--- src/rtl/rv32_pkg.sv ---
// rv32_pkg: constants and types shared by the RV32I pipeline.
//   - ALU_* : 4-bit ALU control codes (must stay in step with the ALU decode)
//   - OPC_* : 7-bit RV32I major opcodes
//   - id_ex_payload_t : the registered contents of the ID/EX stage
//   - fwd_hit() : bypass match helper (write enabled, same rd, rd not x0)
package rv32_pkg;

  localparam logic [3:0] ALU_ADD  = 4'd0;
  localparam logic [3:0] ALU_SUB  = 4'd1;
  localparam logic [3:0] ALU_SLL  = 4'd2;
  localparam logic [3:0] ALU_SLT  = 4'd3;
  localparam logic [3:0] ALU_SLTU = 4'd4;
  localparam logic [3:0] ALU_XOR  = 4'd5;
  localparam logic [3:0] ALU_SRL  = 4'd6;
  localparam logic [3:0] ALU_SRA  = 4'd7;
  localparam logic [3:0] ALU_OR   = 4'd8;
  localparam logic [3:0] ALU_AND  = 4'd9;

  localparam logic [6:0] OPC_OP     = 7'b0110011;
  localparam logic [6:0] OPC_OPIMM  = 7'b0010011;
  localparam logic [6:0] OPC_LOAD   = 7'b0000011;
  localparam logic [6:0] OPC_STORE  = 7'b0100011;
  localparam logic [6:0] OPC_BRANCH = 7'b1100011;
  localparam logic [6:0] OPC_LUI    = 7'b0110111;
  localparam logic [6:0] OPC_AUIPC  = 7'b0010111;
  localparam logic [6:0] OPC_JAL    = 7'b1101111;
  localparam logic [6:0] OPC_JALR   = 7'b1100111;

  typedef struct packed {
    logic [31:0] input_a;
    logic [31:0] input_b;
    logic [3:0]  ctrl;
    logic [4:0]  rd_addr;
    logic        reg_write;
    logic        illegal;
  } id_ex_payload_t;

  function automatic logic fwd_hit(input logic we, input logic [4:0] fwd_rd,
                                   input logic [4:0] rs_addr);
    return we && (fwd_rd == rs_addr) && (rs_addr != 5'd0);
  endfunction

endpackage

--- src/rtl/alu_ctrl_gen.sv ---
// alu_ctrl_gen: combinational decode of opcode/funct3/funct7_5 into the ALU
// control code, the writeback enable (before the rd==x0 override) and the
// illegal-opcode flag.
//   opcode_i    [6:0]  RV32I opcode
//   funct3_i    [2:0]  funct3 field
//   funct7_5_i         instruction bit 30
//   ctrl_o      [3:0]  ALU control code
//   reg_write_o        instruction class writes rd
//   illegal_o          opcode not supported
module alu_ctrl_gen
  import rv32_pkg::*;
(
  input  logic [6:0] opcode_i,
  input  logic [2:0] funct3_i,
  input  logic       funct7_5_i,
  output logic [3:0] ctrl_o,
  output logic       reg_write_o,
  output logic       illegal_o
);

  // Register/immediate ALU op mapping; sub_ok separates OP (SUB allowed)
  // from OP-IMM (bit 30 is part of the immediate for ADDI).
  function automatic logic [3:0] arith_ctrl(input logic [2:0] f3, input logic f7_5,
                                            input logic sub_ok);
    logic [3:0] c;
    c = ALU_ADD;
    case (f3)
      3'b000:  c = (f7_5 && sub_ok) ? ALU_SUB : ALU_ADD;
      3'b001:  c = ALU_SLL;
      3'b010:  c = ALU_SLT;
      3'b011:  c = ALU_SLTU;
      3'b100:  c = ALU_XOR;
      3'b101:  c = f7_5 ? ALU_SRA : ALU_SRL;
      3'b110:  c = ALU_OR;
      default: c = ALU_AND;
    endcase
    return c;
  endfunction

  always_comb begin
    ctrl_o      = ALU_ADD;
    reg_write_o = 1'b0;
    illegal_o   = 1'b0;
    case (opcode_i)
      OPC_OP: begin
        ctrl_o      = arith_ctrl(funct3_i, funct7_5_i, 1'b1);
        reg_write_o = 1'b1;
      end
      OPC_OPIMM: begin
        ctrl_o      = arith_ctrl(funct3_i, funct7_5_i, 1'b0);
        reg_write_o = 1'b1;
      end
      OPC_LOAD, OPC_LUI, OPC_AUIPC, OPC_JAL, OPC_JALR: begin
        reg_write_o = 1'b1;
      end
      OPC_STORE: begin
        ctrl_o = ALU_ADD;
      end
      OPC_BRANCH: begin
        // funct3[2:1]: 00 BEQ/BNE, 10 BLT/BGE, 11 BLTU/BGEU
        case (funct3_i[2:1])
          2'b10:   ctrl_o = ALU_SLT;
          2'b11:   ctrl_o = ALU_SLTU;
          default: ctrl_o = ALU_SUB;
        endcase
      end
      default: begin
        illegal_o = 1'b1;
      end
    endcase
  end

endmodule

--- src/rtl/id_ex_stage.sv ---
// id_ex_stage: single-entry ID/EX register stage feeding the ALU. Selects the
// operands by opcode, optionally bypasses rs1/rs2 from EX/MEM and MEM/WB,
// generates the ALU control code and holds it all under valid/ready.
// Build option: ID_EX_FORWARDING_EN enables the bypass muxes; without it the
// fwd_* inputs are ignored and register values are used as read.
// Ports:
//   clk, rst_n                          clock, async active-low reset
//   in_valid/in_ready                   decode-side handshake
//   in_pc, in_rs1_data, in_rs2_data, in_imm, in_rs*_addr, in_rd_addr,
//   in_opcode, in_funct3, in_funct7_5   decoded instruction
//   flush                               drop held and same-cycle instruction
//   fwd_mem_*, fwd_wb_*                 bypass sources (MEM has priority)
//   out_valid/out_ready                 ALU-side handshake
//   out_input_a, out_input_b, out_ctrl, out_rd_addr, out_reg_write,
//   out_illegal                         registered ALU inputs
module id_ex_stage
  import rv32_pkg::*;
#(
  parameter int XLEN = 32
) (
  input  logic            clk,
  input  logic            rst_n,
  input  logic            in_valid,
  output logic            in_ready,
  input  logic [XLEN-1:0] in_pc,
  input  logic [XLEN-1:0] in_rs1_data,
  input  logic [XLEN-1:0] in_rs2_data,
  input  logic [XLEN-1:0] in_imm,
  input  logic [4:0]      in_rs1_addr,
  input  logic [4:0]      in_rs2_addr,
  input  logic [4:0]      in_rd_addr,
  input  logic [6:0]      in_opcode,
  input  logic [2:0]      in_funct3,
  input  logic            in_funct7_5,
  input  logic            flush,
  input  logic            fwd_mem_we,
  input  logic [4:0]      fwd_mem_rd,
  input  logic [XLEN-1:0] fwd_mem_data,
  input  logic            fwd_wb_we,
  input  logic [4:0]      fwd_wb_rd,
  input  logic [XLEN-1:0] fwd_wb_data,
  output logic            out_valid,
  input  logic            out_ready,
  output logic [XLEN-1:0] out_input_a,
  output logic [XLEN-1:0] out_input_b,
  output logic [3:0]      out_ctrl,
  output logic [4:0]      out_rd_addr,
  output logic            out_reg_write,
  output logic            out_illegal
);

  logic            valid_q, valid_d;
  id_ex_payload_t  payload_q, payload_d;
  logic            accept;
  logic            load;
  logic [XLEN-1:0] rs1_val, rs2_val;
  logic [XLEN-1:0] op_a, op_b;
  logic [3:0]      ctrl;
  logic            reg_write_raw;
  logic            illegal;

  assign in_ready = !valid_q || out_ready;
  assign accept   = in_valid && in_ready;
  // An instruction accepted in the flush cycle is discarded, not loaded.
  assign load     = accept && !flush;

`ifdef ID_EX_FORWARDING_EN
  always_comb begin
    rs1_val = in_rs1_data;
    if (fwd_hit(fwd_mem_we, fwd_mem_rd, in_rs1_addr))
      rs1_val = fwd_mem_data;
    else if (fwd_hit(fwd_wb_we, fwd_wb_rd, in_rs1_addr))
      rs1_val = fwd_wb_data;
  end

  always_comb begin
    rs2_val = in_rs2_data;
    if (fwd_hit(fwd_mem_we, fwd_mem_rd, in_rs2_addr))
      rs2_val = fwd_mem_data;
    else if (fwd_hit(fwd_wb_we, fwd_wb_rd, in_rs2_addr))
      rs2_val = fwd_wb_data;
  end
`else
  assign rs1_val = in_rs1_data;
  assign rs2_val = in_rs2_data;

  logic unused_fwd;
  assign unused_fwd = ^{fwd_mem_we, fwd_mem_rd, fwd_mem_data,
                        fwd_wb_we, fwd_wb_rd, fwd_wb_data,
                        in_rs1_addr, in_rs2_addr};
`endif

  alu_ctrl_gen u_alu_ctrl_gen (
    .opcode_i    (in_opcode),
    .funct3_i    (in_funct3),
    .funct7_5_i  (in_funct7_5),
    .ctrl_o      (ctrl),
    .reg_write_o (reg_write_raw),
    .illegal_o   (illegal)
  );

  // Unknown opcodes fall to the default: both operands zero.
  always_comb begin
    op_a = '0;
    op_b = '0;
    case (in_opcode)
      OPC_OP, OPC_BRANCH: begin
        op_a = rs1_val;
        op_b = rs2_val;
      end
      OPC_OPIMM, OPC_LOAD, OPC_STORE: begin
        op_a = rs1_val;
        op_b = in_imm;
      end
      OPC_LUI: begin
        op_b = in_imm;
      end
      OPC_AUIPC: begin
        op_a = in_pc;
        op_b = in_imm;
      end
      OPC_JAL, OPC_JALR: begin
        op_a = in_pc;
        op_b = XLEN'(4);
      end
      default: begin
        op_a = '0;
        op_b = '0;
      end
    endcase
  end

  always_comb begin
    valid_d = valid_q;
    if (load)
      valid_d = 1'b1;
    else if (out_ready && valid_q)
      valid_d = 1'b0;
    if (flush)
      valid_d = 1'b0;
  end

  always_comb begin
    payload_d = payload_q;
    if (load) begin
      payload_d.input_a   = op_a;
      payload_d.input_b   = op_b;
      payload_d.ctrl      = ctrl;
      payload_d.rd_addr   = in_rd_addr;
      payload_d.reg_write = reg_write_raw && (in_rd_addr != 5'd0);
      payload_d.illegal   = illegal;
    end
  end

  always_ff @(posedge clk or negedge rst_n) begin
    if (!rst_n) begin
      valid_q             <= 1'b0;
      payload_q.input_a   <= '0;
      payload_q.input_b   <= '0;
      payload_q.ctrl      <= ALU_ADD;
      payload_q.rd_addr   <= '0;
      payload_q.reg_write <= 1'b0;
      payload_q.illegal   <= 1'b0;
    end else begin
      valid_q   <= valid_d;
      payload_q <= payload_d;
    end
  end

  assign out_valid     = valid_q;
  assign out_input_a   = payload_q.input_a;
  assign out_input_b   = payload_q.input_b;
  assign out_ctrl      = payload_q.ctrl;
  assign out_rd_addr   = payload_q.rd_addr;
  assign out_reg_write = payload_q.reg_write;
  assign out_illegal   = payload_q.illegal;

endmodule
--- config.mk ---
export PLATFORM = sky130hd
export DESIGN_NAME = id_ex_stage
export DESIGN_NICKNAME = d
export VERILOG_FILES = /design/src/rtl/rv32_pkg.sv /design/src/rtl/alu_ctrl_gen.sv /design/src/rtl/id_ex_stage.sv
export SDC_FILE = /design/constraint.sdc
export NUM_CORES = 1
export LEC_CHECK = 0
export BUFFER_PORTS_ARGS = -buffer_cell sky130_fd_sc_hd__buf_2
export CAP_MARGIN = 0
export CORE_AREA = 2 2 120 122
export CTS_CLUSTER_DIAMETER = 150
export CTS_CLUSTER_SIZE = 30
export DETAILED_ROUTE_END_ITERATION = 16
export DIE_AREA = 0 0 122 124
export GPL_ROUTABILITY_DRIVEN = 0
export PLACE_DENSITY = 0.64
export SLEW_MARGIN = 20
export SYNTH_ARGS = -nofsm -noshare
export SYNTH_HDL_FRONTEND = slang
export SYNTH_HIERARCHICAL = 1
export SYNTH_SLANG_ARGS = --single-unit
--- constraint.sdc ---
create_clock -name clk -period 1.76 [get_ports clk]
set_input_delay 0.352 -clock clk [delete_from_list [all_inputs] [get_ports clk]]
set_output_delay 0.352 -clock clk [all_outputs]
set_load 0.01 [all_outputs]
After elaboration in Yosys (flattened, before gate mapping)
Cells that the tools add are included.
{ "classes": {"eq_ne": 17, "n_mux": 13, "n_reduce_logical": 17} }
{ "ops": {"columns": ["cell", "n"], "rows": [
  ["one-hot mux 32 bit (3 select lines)", 1],
  ["one-hot mux 32 bit (2 select lines)", 1],
  ["one-hot mux 4 bit (7 select lines)", 2],
  ["== test 7 x 6 -> 1 bit, second input constant", 3],
  ["== test 7 bit, second input constant", 3],
  ["== test 7 x 5 -> 1 bit, second input constant", 2],
  ["one-hot mux 4 bit (3 select lines)", 1],
  ["OR reduction 5 bit", 2],
  ["== test 3 bit, second input constant", 3],
  ["OR reduction 9 bit", 1],
  ["== test 7 x 2 -> 1 bit, second input constant", 1],
  ["two-way mux 1 bit", 7],
  ["OR reduction 7 bit", 1],
  ["== test 3 x 2 -> 1 bit, second input constant", 2],
  ["one-hot mux 3 bit (2 select lines)", 1],
  ["nonzero test 5 bit", 1],
  ["== test 2 bit, second input constant", 2],
  ["logical AND 1 bit", 4],
  ["OR reduction 2 bit", 2],
  ["== test 3 x 1 -> 1 bit, second input constant", 1],
  ["logical NOT 3 bit", 1],
  ["nonzero test 3 bit", 1],
  ["OR reduction 3 bit", 1],
  ["logical NOT 1 bit", 2],
  ["logical OR 1 bit", 1]
]} }
{ "word_totals": {"output_inout_bits": 77, "regBits": 76} }

Logic depth before layout (Yosys ltp)
Gate-level depths: netlist of run 1.
{ "depth": {"ltp_word": 6, "depth_mapped": 7} }

Cells and area by module
The synthesis of run 1 kept the hierarchy.
{ "modules_own_cells": {"columns": ["module", "area_each_um2", "seq_area_each_um2", "cells_per_inst", "n_inst"], "rows": [
  ["id_ex_stage", 3389.5, 1901.8, 291, 1],
  ["alu_ctrl_gen", 230.2, 0.0, 34, 1]
]} }

Least setup slack after synthesis of run 1
Ideal clock, no wire load.
{ "synth_timing": {"path_kind": "input port to flip-flop", "start": "in in_opcode[3]", "end": "reg payload_q (netlist bit out_input_a[10])", "arrival_time_ps": 1733, "cell_stages": 5, "path_slack_ps": -39, "cell_sequence": "or4b_4 > a2111oi_4 > buf_6 > and2_1 > a221o_1"} }
{ "synth_between": {"elab_chain_len": 3} }
{ "synth_rtl": {"columns": ["item", "line_no", "text"], "rows": [
  ["from (decl)", "id_ex_stage.sv:32", "input logic [6:0] in_opcode,"],
  ["== test 7 x 2 -> 1 bit (tied with other cells)", "id_ex_stage.sv:106", "case (in_opcode)"],
  ["OR reduction 5 bit (no source line) or OR reduction 3 bit (tied branches)", null, null],
  ["one-hot mux 32 bit (2 select lines) (*)", "id_ex_stage.sv:106", null],
  ["to (signal assigned)", "id_ex_stage.sv:166", "payload_q <= payload_d;"],
  ["to (decl)", "id_ex_stage.sv:53", "id_ex_payload_t payload_q, payload_d;"]
]} }
Every way passes the cells marked *; elsewhere a longest branch is shown, timed or not.
A chain may end at the register's enable or synchronous reset.

Worst setup path in the final report of run 1
{ "layout_timing": {"start": "reg valid_q (netlist: out_valid)", "end": "reg payload_q (netlist bit out_input_b[25])"} }
{ "layout_between": {"elab_chain_len": 4} }
{ "layout_rtl": {"columns": ["item", "line_no", "text"], "rows": [
  ["from (decl)", "id_ex_stage.sv:52", "logic valid_q, valid_d;"],
  ["from (signal assigned)", "id_ex_stage.sv:165", "valid_q <= valid_d;"],
  ["logical NOT 1 bit", "id_ex_stage.sv:62", "assign in_ready = !valid_q || out_ready;"],
  ["logical OR 1 bit", "id_ex_stage.sv:62", null],
  ["logical AND 1 bit", "id_ex_stage.sv:63", "assign accept = in_valid && in_ready;"],
  ["logical AND 1 bit", "id_ex_stage.sv:65", "assign load = accept && !flush;"]
]} }
Every way passes these cells.

==> results_dict.tcl, run 1 <==
set metrics [dict create \
    status "finished clean" \
    seqPwrFrac_pct 41.6 \
    cts_buffer_depth 2 \
    hold_slack_ns 0.180 \
    power.internal_mw 3.46 \
    final_max_slew_viol_count 0 \
    crit_arrival_ns 1.81 \
    overflow 0 \
    antenna_found_initial 0 \
    first_iter_violations 114 \
    end_kind "flop" \
    post_cts_buffers 0 \
    cts_sinks 76 \
    htreeDepth 3 \
    slowest_delay_ns 0.37 \
    n_antenna_cell 0 \
    start_util_pct 26.4 \
    tritoncts "done" \
    reg2reg_slack_ns 0.16 \
    finalInstanceArea_um2 5450 \
    p_per_area_nw_per_um2 818 \
    drive_above_1_share_pct 48.2 \
    rsz0062_at_grt "false" \
    ys_seq_area_share_pct 52.5 \
    fmax_ghz 0.626 \
    async_reset_ff_share_pct 100 \
    critPathKind "reg -> reg" \
    yosys_warnings 6 \
    crit_slowest_cell "dfrtp_1" \
    drc_errors 0 \
    wl_per_cell_um 14.5 \
    firstDrtPassIters 6 \
    min_from "flush" \
    period_share_pct 90.7 \
    dieWidth_um 122 \
    skew_ns 0.00699 \
    ioPinCount 312 \
    wirelength_mm 10.8 \
    critPathRequiredTime_ns 1.97 \
    postRouteAntennaNets 0 \
    maxCapViolCount 0 \
    synth_fp_nets 560 \
    synth.avg_cell_area_um2 11.1 \
    grt_first_pass_wirelength_mm 16.8 \
    syn-instance-count 325 \
    worstHoldPathCells 2 \
    period_minus_slack_ns 1.60 \
    synth_top_area_cell "dfrtp_1" \
    numCtsBuffers 9 \
    switching_share_pct 22.3 \
    die_h_um 124 \
    root_buffer "clkbuf_16" \
    clk_latency_ns 0.33 \
    yosysMostFrequentCell "dfrtp_1" \
    multi_input_area_um2 1620 \
    power_frac_comb_pct 12.4 \
    worstSetupStartpointType "flop" \
    grt_max_degree 55 \
    switching_power_mw 0.995 \
    dpl.hpwl_mm 8.29 \
    holdPathEnd "out_valid" \
    clkPwrFrac_pct 46.0 \
    synth_edf_count 0 \
    grt_pass1_vias 3461 \
    fin_util_pct 39.7 \
    critPathLaunch "out_valid" \
    leakage_nw 2.96 \
    grt_usage_pct 14.3 \
    vias 3495 \
    routed_via_density 4.71 \
    nFillCells 1350 \
    r2r-end "out_input_b[25]" \
    synth.top_cells.by_count "76 x dfrtp_1, 63 x a221o_1, 63 x and2_1" \
    ys_ff_latch 76 \
    cp_max_fo 54 \
    ys_top_cells_by_area "dfrtp_1 53%, a221o_1 17%, and2_1 11%" \
    max_slew_margin_pct 72.3 \
    coreArea_um2 13700 \
    syn-cell-area_um2 3620 \
    clk_pin_slew_ns 0.06 \
    hold_viol 0 \
    ir_worst_vdd_v 0.000405 \
    worstRegToRegCells 6 \
    cp_cell_sequence "nor2b_2 -> inv_1 -> nand2b_2 -> buf_6 -> and2_1 -> a221o_1" \
    ys_types 40 \
    synth.top_cell.area_share_pct 52.5 \
    dpl_cell_area_um2 5100 \
    regArea_um2 1900 \
    syn_to_final_growth_pct 50.4 \
    final_nets 794 \
    io_buffers 225 \
    min_path_type "in -> reg" \
    dieArea_um2 15100 \
    finalSetupViolCount 0 \
    worst_slew_pin_slew_ns 0.416 \
    rows 43 \
    r2r_start "out_valid" \
    ys.flop_type "dfrtp_1" \
]
-- per-layer routing --
metal | vias up | global-route usage [%] | wire length (um)
met3 | 12 | 3.48 | 921
met1 | 1642 | 16.9 | 4430
met5 | - | 0 | 0
met2 | 153 | 24.7 | 5260
li1 | 1688 | - | -
met4 | 0 | 6.39 | 165
-- flip-flops by register name (all words and copies together) (netlist names) --
| signal | flops |
|---|---|
| out_input_b | 32 |
| out_illegal | 1 |
| out_reg_write | 1 |
| out_valid | 1 |
| out_input_a | 32 |
| out_rd_addr | 5 |
| out_ctrl | 4 |
-- per-stage QoR --
step | power (mW) | worst slack [ns] | instances | setup TNS, ns
3_3_place_gp | 2.43 | -0.147 | 727 | -7.20
4_1_cts | 4.54 | 0.0578 | 742 | 0
2_1_floorplan | 2.07 | 0.0140 | 325 | 0
3_5_place_dp | 2.44 | -0.190 | 727 | -7.62
6_report | 4.46 | 0.164 | 742 | 0
5_1_grt | 4.70 | 0.0528 | 742 | 0
-- worst max-delay path, delay by kind of cell, from the launching register on --
family / cells / cell delay [ns]
simple gates: 3 / 0.48
compound gates: 1 / 0.27
flops: 1 / 0.37
buf+inv: 2 / 0.30
-- repair_timing --
item | CTS | global route
gates resized for setup | 0 | 1
hold endpoints to repair | 3 | 0
hold buffers | 1 | 0
endpoints found under the setup margin | 0 | 25
-- how the worst max path moves through the flow --
stage / endpoint / slack, ns / cells past startpoint
CTS: out_input_b[25] / 0.06 / 6
detailed placement: out_input_a[6] / -0.19 / 6
finish: out_input_b[25] / 0.16 / 6
floorplan: out_input_a[10] / 0.01 / 5
global route: out_input_b[18] / 0.05 / 6
global placement: out_input_a[5] / -0.15 / 6
-- layout make-up --
type,instances,share of cell area (%)
Clock buffer,9,4.14
Clock inverter,5,1.88
Inverter,1,0.0689
Multi-Input combinational cell,225,29.7
Sequential cell,76,34.9
Tap cell,180,4.14
Timing Repair Buffer,246,25.1
-- power groups by stage --
stage,logic (mW),registers [mW],clock network [mW]
global route,0.618,1.86,2.22
detailed placement,0.560,1.88,0
floorplan,0.157,1.92,0
finish,0.552,1.85,2.05
CTS,0.563,1.85,2.12
global placement,0.547,1.88,0
-- cell families after synthesis --
kind of cell | share of synthesized area [%]
buf+inv | 3.35
simple gates | 22.1
compound gates | 21.5
flops | 52.5
mux | 0.277
xor+xnor | 0.242
-- layout by cell type, fill, tap and decap left out, types with 4 or more instances in the layout --
| master | netlist | routed |
|---|---|---|
| a221o_1 | 63 | 63 |
| a21oi_1 | 4 | 4 |
| buf_4 | 1 | 14 |
| and2_1 | 63 | 63 |
| buf_2 | 4 | 224 |
| dfrtp_1 | 76 | 76 |
| nor3_1 | 5 | 4 |
| buf_12 | 0 | 6 |
| clkbuf_16 | 0 | 9 |
| nand2_1 | 40 | 40 |
| nor2_1 | 8 | 8 |
| nand3b_1 | 4 | 4 |
Note: power is estimated with default switching activity, not from simulation.
==> run 2, diff against run 1 <==
--- a/config.mk
+++ b/config.mk
@@ -7,13 +7,15 @@
 export LEC_CHECK = 0
 export BUFFER_PORTS_ARGS = -buffer_cell sky130_fd_sc_hd__buf_2
 export CAP_MARGIN = 0
-export CORE_AREA = 2 2 120 122
+export CELL_PAD_IN_SITES_DETAIL_PLACEMENT = 0
+export CELL_PAD_IN_SITES_GLOBAL_PLACEMENT = 1
+export CORE_AREA = 2 2 123 125
 export CTS_CLUSTER_DIAMETER = 150
 export CTS_CLUSTER_SIZE = 30
 export DETAILED_ROUTE_END_ITERATION = 16
-export DIE_AREA = 0 0 122 124
+export DIE_AREA = 0 0 125 127
 export GPL_ROUTABILITY_DRIVEN = 0
-export PLACE_DENSITY = 0.64
+export PLACE_DENSITY = 0.81
 export SLEW_MARGIN = 20
 export SYNTH_ARGS = -nofsm -noshare
 export SYNTH_HDL_FRONTEND = slang
==> run 2 against run 1 <==
Against the previous run:
- combinational power about the same
- register-to-register slack hardly changed
- via count is 1.5% lower
- critical path type is now in -> reg
- sequential power barely moved
- total power grew 0.54%
==> results_dict.tcl, run 2 (synthesized netlist as in run 1, its figures left out) <==
set metrics [dict create \
    max_slew_margin_pct 69.9 \
    grt_max_degree 37 \
    min_path_type "in -> reg" \
    clk_latency_ns 0.33 \
    wl_per_cell_um 14.8 \
    crit_slowest_cell "or4b_4" \
    period_minus_slack_ns 1.62 \
    cp_cell_sequence "buf_2 -> or4b_4 -> a2111oi_4 -> buf_12 -> and2_1 -> a221o_1" \
    status "finished clean" \
    cp_max_fo 32 \
    firstDrtPassIters 4 \
    postRouteAntennaNets 0 \
    dpl_cell_area_um2 5100 \
    critPathRequiredTime_ns 2.03 \
    post-route-worst-setup-slack_ns 0.144 \
    vias 3442 \
    final_max_slew_viol_count 0 \
    grt_first_pass_wirelength_mm 17.4 \
    io_buffers 225 \
    die_h_um 127 \
    final_cell_mix "224 x buf_2, 76 x dfrtp_1, 63 x and2_1, 63 x a221o_1, 40 x nand2_1" \
    antenna_found_initial 1 \
    post_cts_buffers 0 \
    root_buffer "clkbuf_16" \
    skew_ns 0.00833 \
    numCtsBuffers 9 \
    fmax_ghz 0.619 \
    slowest_delay_ns 0.56 \
    htreeDepth 3 \
    worst-path-buf-inv 2 \
    p_per_area_nw_per_um2 823 \
    hold_slack_ns 0.186 \
    preCtsSetupSlack_ns -0.223 \
    dieArea_um2 15900 \
    cts_buffer_depth 2 \
    rsz0062_at_grt "false" \
    maxCapViolCount 0 \
    first_iter_violations 149 \
    ir_worst_vdd_v 0.000355 \
    hold_viol 0 \
    layout_commonest_cell "buf_2" \
    placedCellCount 731 \
    ioPinCount 312 \
    wirelength_mm 11.0 \
    leakage_nw 2.96 \
    fin_cells 747 \
    grt_pass1_vias 3443 \
    routed_via_density 4.61 \
    cts_sinks 76 \
    worst_slew_pin_slew_ns 0.452 \
    drc_errors 0 \
    dieWidth_um 125 \
    end_kind "flop" \
    tritoncts "done" \
    rows 44 \
    finalInstanceArea_um2 5450 \
    dpl.hpwl_mm 8.59 \
    coreArea_um2 14400 \
    grt_usage_pct 13.8 \
    clk_pin_slew_ns 0.05 \
    overflow 0 \
    start_util_pct 25.1 \
    final_nets 794 \
    fin_util_pct 37.8 \
    finalSetupViolCount 0 \
    crit_arrival_ns 1.88 \
    crit_family "simple AND/OR/NAND/NOR gates" \
    period_share_pct 91.8 \
    syn_to_final_growth_pct 50.4 \
    worstSetupStartpointType "input pin" \
    critPathKind "in -> reg" \
    drive_above_1_share_pct 48.3 \
    n_antenna_cell 0 \
]
## run 2: worst paths after layout
kind	start	to	slack, ns	cells past startpoint
max	in_opcode[3]	out_input_a[20]	0.14	6
min	flush	out_valid	0.19	2
max reg2reg	out_valid	out_input_b[24]	0.15	6
min reg2reg	out_ctrl[2]	out_ctrl[2]	0.48	2
max in group asynchronous	rst_n	out_input_a[23]	0.67	3
min in group asynchronous	rst_n	out_input_b[24]	0.54	2
## run 2: timing repair
| item | 4_1_cts | 5_1_grt |
|---|---|---|
| gates resized for setup | 0 | 0 |
| hold endpoints to repair | 31 | 0 |
| hold buffers | 1 | 0 |
## run 2: where the power goes
| group | internal [mW] | switching, mW | total [mW] |
|---|---|---|---|
| sequential | 1.82 | 0.0375 | 1.86 |
| clock | 1.41 | 0.661 | 2.07 |
| combinational | 0.274 | 0.280 | 0.555 |
## run 2: cell type report
cell class / instances / area (um2)
clock buffers: 10 / 239
clock inverters: 5 / 100
inverters: 1 / 3.75
well taps: 184 / 230
multi-input cells: 225 / 1620
fillers: 1459 / 8980
repair buffers: 246 / 1350
flip-flops and latches: 76 / 1900
## run 2: metal layers
layer / vias up / track usage [%] / part of all wire, %
met2: 152 / 24.2 / 49
met3: 11 / 3.73 / 7.1
met1: 1589 / 16.3 / 42
met4: 2 / 4.90 / 1.4
met5: - / 0 / 0.14
li1: 1688 / - / -
## run 2: through the flow
stage | power (mW) | TNS, ns
floorplan | 2.07 | 0
global placement | 2.44 | -4.48
detailed placement | 2.45 | -6.21
CTS | 4.58 | 0
global route | 4.71 | 0
finish | 4.48 | 0
==> run 3, diff against run 2 <==
--- a/config.mk
+++ b/config.mk
@@ -9,15 +9,15 @@
 export CAP_MARGIN = 0
 export CELL_PAD_IN_SITES_DETAIL_PLACEMENT = 0
 export CELL_PAD_IN_SITES_GLOBAL_PLACEMENT = 1
-export CORE_AREA = 2 2 123 125
+export CORE_AREA = 2 2 121 123
 export CTS_CLUSTER_DIAMETER = 150
 export CTS_CLUSTER_SIZE = 30
 export DETAILED_ROUTE_END_ITERATION = 16
-export DIE_AREA = 0 0 125 127
+export DIE_AREA = 0 0 123 125
 export GPL_ROUTABILITY_DRIVEN = 0
-export PLACE_DENSITY = 0.81
+export GPL_TIMING_DRIVEN = 0
+export PLACE_DENSITY = 0.86
 export SLEW_MARGIN = 20
 export SYNTH_ARGS = -nofsm -noshare
 export SYNTH_HDL_FRONTEND = slang
-export SYNTH_HIERARCHICAL = 1
 export SYNTH_SLANG_ARGS = --single-unit
==> run 3 against run 2 <==
Against the previous run:
- synthesized cell count increased by 5.2%
- fmax is 3.6% lower
- first-iteration DRC count down 30%
- clock power decreased by 15%
- highest routed layer unchanged
==> results_dict.tcl, run 3 <==
set metrics [dict create \
    synth_top_area_cell "dfrtp_1" \
    ys_ff_latch 76 \
    cp_max_fo 10 \
    ys.flop_type "dfrtp_1" \
    syn-instance-count 342 \
    finalSetupViolCount 0 \
    dpl.hpwl_mm 10.2 \
    max_slew_margin_pct 58.7 \
    die_h_um 125 \
    ir_worst_vdd_v 0.000311 \
    final_max_slew_viol_count 0 \
    crit_cells 5 \
    worstRegToRegCells 5 \
    critPathKind "reg -> reg" \
    grt_first_pass_wirelength_mm 19.2 \
    skew_ns 0.00670 \
    htreeDepth 3 \
    clk_latency_ns 0.34 \
    final_nets 812 \
    hold_viol 0 \
    syn-cell-area_um2 3870 \
    min_path_type "in -> reg" \
    worstSetupStartpointType "flop" \
    postRouteAntennaNets 0 \
    cts_buffer_depth 2 \
    worstHoldPathCells 2 \
    clk_pin_slew_ns 0.06 \
    synth.top_cell.area_share_pct 49.1 \
    numCtsBuffers 9 \
    grt_usage_pct 16.3 \
    preCtsSetupSlack_ns -0.312 \
    first_iter_violations 105 \
    async_reset_ff_share_pct 100 \
    post_cts_buffers 0 \
    worst_slew_pin_slew_ns 0.620 \
    maxCapViolCount 0 \
    dieArea_um2 15400 \
    post-route-worst-setup-slack_ns 0.0837 \
    tritoncts "done" \
    cts_sinks 76 \
    period_minus_slack_ns 1.68 \
    coreArea_um2 14200 \
    dpl_cell_area_um2 5240 \
    rows 44 \
    drc_errors 0 \
    ys_seq_area_share_pct 49.1 \
    slowest_delay_ns 0.42 \
    ioPinCount 312 \
    cp_cell_sequence "and2b_1 -> inv_2 -> nand2_2 -> clkbuf_1 -> a221o_1" \
    reg2reg_slack_ns 0.08 \
    synth.avg_cell_area_um2 11.3 \
    total_power_mw 4.23 \
    io_buffers 222 \
    routed_via_density 4.77 \
    status "finished clean" \
    yosysMostFrequentCell "dfrtp_1" \
    overflow 0 \
    firstDrtPassIters 4 \
    antenna_found_initial 2 \
    end_kind "flop" \
    grt_max_degree 41 \
    fmax_ghz 0.597 \
    dieWidth_um 123 \
    grt_pass1_vias 3865 \
    finalInstanceArea_um2 5560 \
    ys_types 42 \
    fin_util_pct 39.1 \
    drive_above_1_share_pct 56.6 \
    synth_fp_nets 577 \
    syn_to_final_growth_pct 43.6 \
    critPathRequiredTime_ns 1.97 \
    worst-path-buf-inv 2 \
    crit_arrival_ns 1.89 \
    rsz0062_at_grt "true" \
    vias 3652 \
    crit_family "compound AO/OA/AOI/OAI gates" \
    period_share_pct 95.2 \
    start_util_pct 27.3 \
    p_per_area_nw_per_um2 760 \
    final_cell_mix "231 x buf_2, 76 x dfrtp_1, 33 x inv_1" \
    root_buffer "clkbuf_16" \
    yosys_warnings 0 \
    synth_edf_count 0 \
    wirelength_mm 12.8 \
    ys_top_cells_by_area "dfrtp_1 49%, a22oi_2 9.7%, a221o_1 8.0%" \
    synth.top_cells.by_count "76 x dfrtp_1, 33 x inv_1, 31 x a221o_1" \
    hold_slack_ns 0.193 \
    leakage_nw 3.05 \
    crit_slowest_cell "a221o_1" \
    wl_per_cell_um 16.7 \
    layout_commonest_cell "buf_2" \
]
## run 3: cell count changes in the layout (fill, tap and decap cells not counted), sizes merged, moves of 16 or more
cell | previous run | this run
a221o | 63 | 31
a22oi | 1 | 32
and2 | 64 | 17
and3 | 0 | 16
inv | 1 | 34
nand2 | 40 | 23
o21ai | 6 | 37
## run 3: cell type report
cell class	instances	area, um2
sequential	76	1900
fill	1389	8640
tap	184	230
clock buffer	13	270
buffer	27	186
clock inverter	1	7.51
antenna	1	2.50
inverter	34	128
timing repair buffer	224	1140
multi-input combinational	205	1690
## run 3: worst register-to-register path, cell delays in order (launching register included)
cell and delay [ns]:
dfrtp_1 0.38, and2b_1 0.25, inv_2 0.11, nand2_2 0.12, clkbuf_1 0.28, a221o_1 0.43
## run 3: timing repair
item / in CTS / in global routing
hold buffers: 1 / 0
hold endpoints to repair: 30 / 0
resized for setup: 7 / 6
setup endpoints to repair: 56 / 19
## run 3: metal layers
layer	track usage, %	share of wire, %	wire, um	vias up
met4	5.68	1.5	189	2
met3	5.70	10	1340	15
met1	18.3	40	5100	1736
li1	-	-	-	1716
met2	28.4	48	6120	183
met5	0	0.055	7	-
## run 3: final timing paths
path,end,from
max,out_input_b[29],out_valid
min,out_valid,flush
max reg2reg,out_input_b[29],out_valid
min reg2reg,out_rd_addr[2],out_rd_addr[2]
max in group asynchronous,out_input_a[12],rst_n
min in group asynchronous,out_input_b[26],rst_n
## run 3: cell families (layout without fill, tap and decap cells)
family / Yosys count / count (layout) / synth area share (%)
AO/OA/AOI/OAI: 119 / 119 / 29.6
XOR/XNOR: 1 / 1 / 0.226
buffers and inverters: 61 / 299 / 7.85
flip-flops: 76 / 76 / 49.1
multiplexers: 1 / 1 / 0.259
other: 0 / 1 / 0
AND/OR/NAND/NOR: 84 / 84 / 12.9
## run 3: power by group
group          total, mW  internal [mW]  switching [mW]  leakage, nW
combinational      0.613          0.281           0.332         1.88
clock               1.75           1.06           0.692        0.134
sequential          1.87           1.82          0.0450         1.04
## run 3: through the flow
stage	instances	setup TNS, ns
floorplan	342	0
global placement	748	-32.12
detailed placement	749	-14.95
CTS	764	0
global route	764	-0.215
finish	765	0
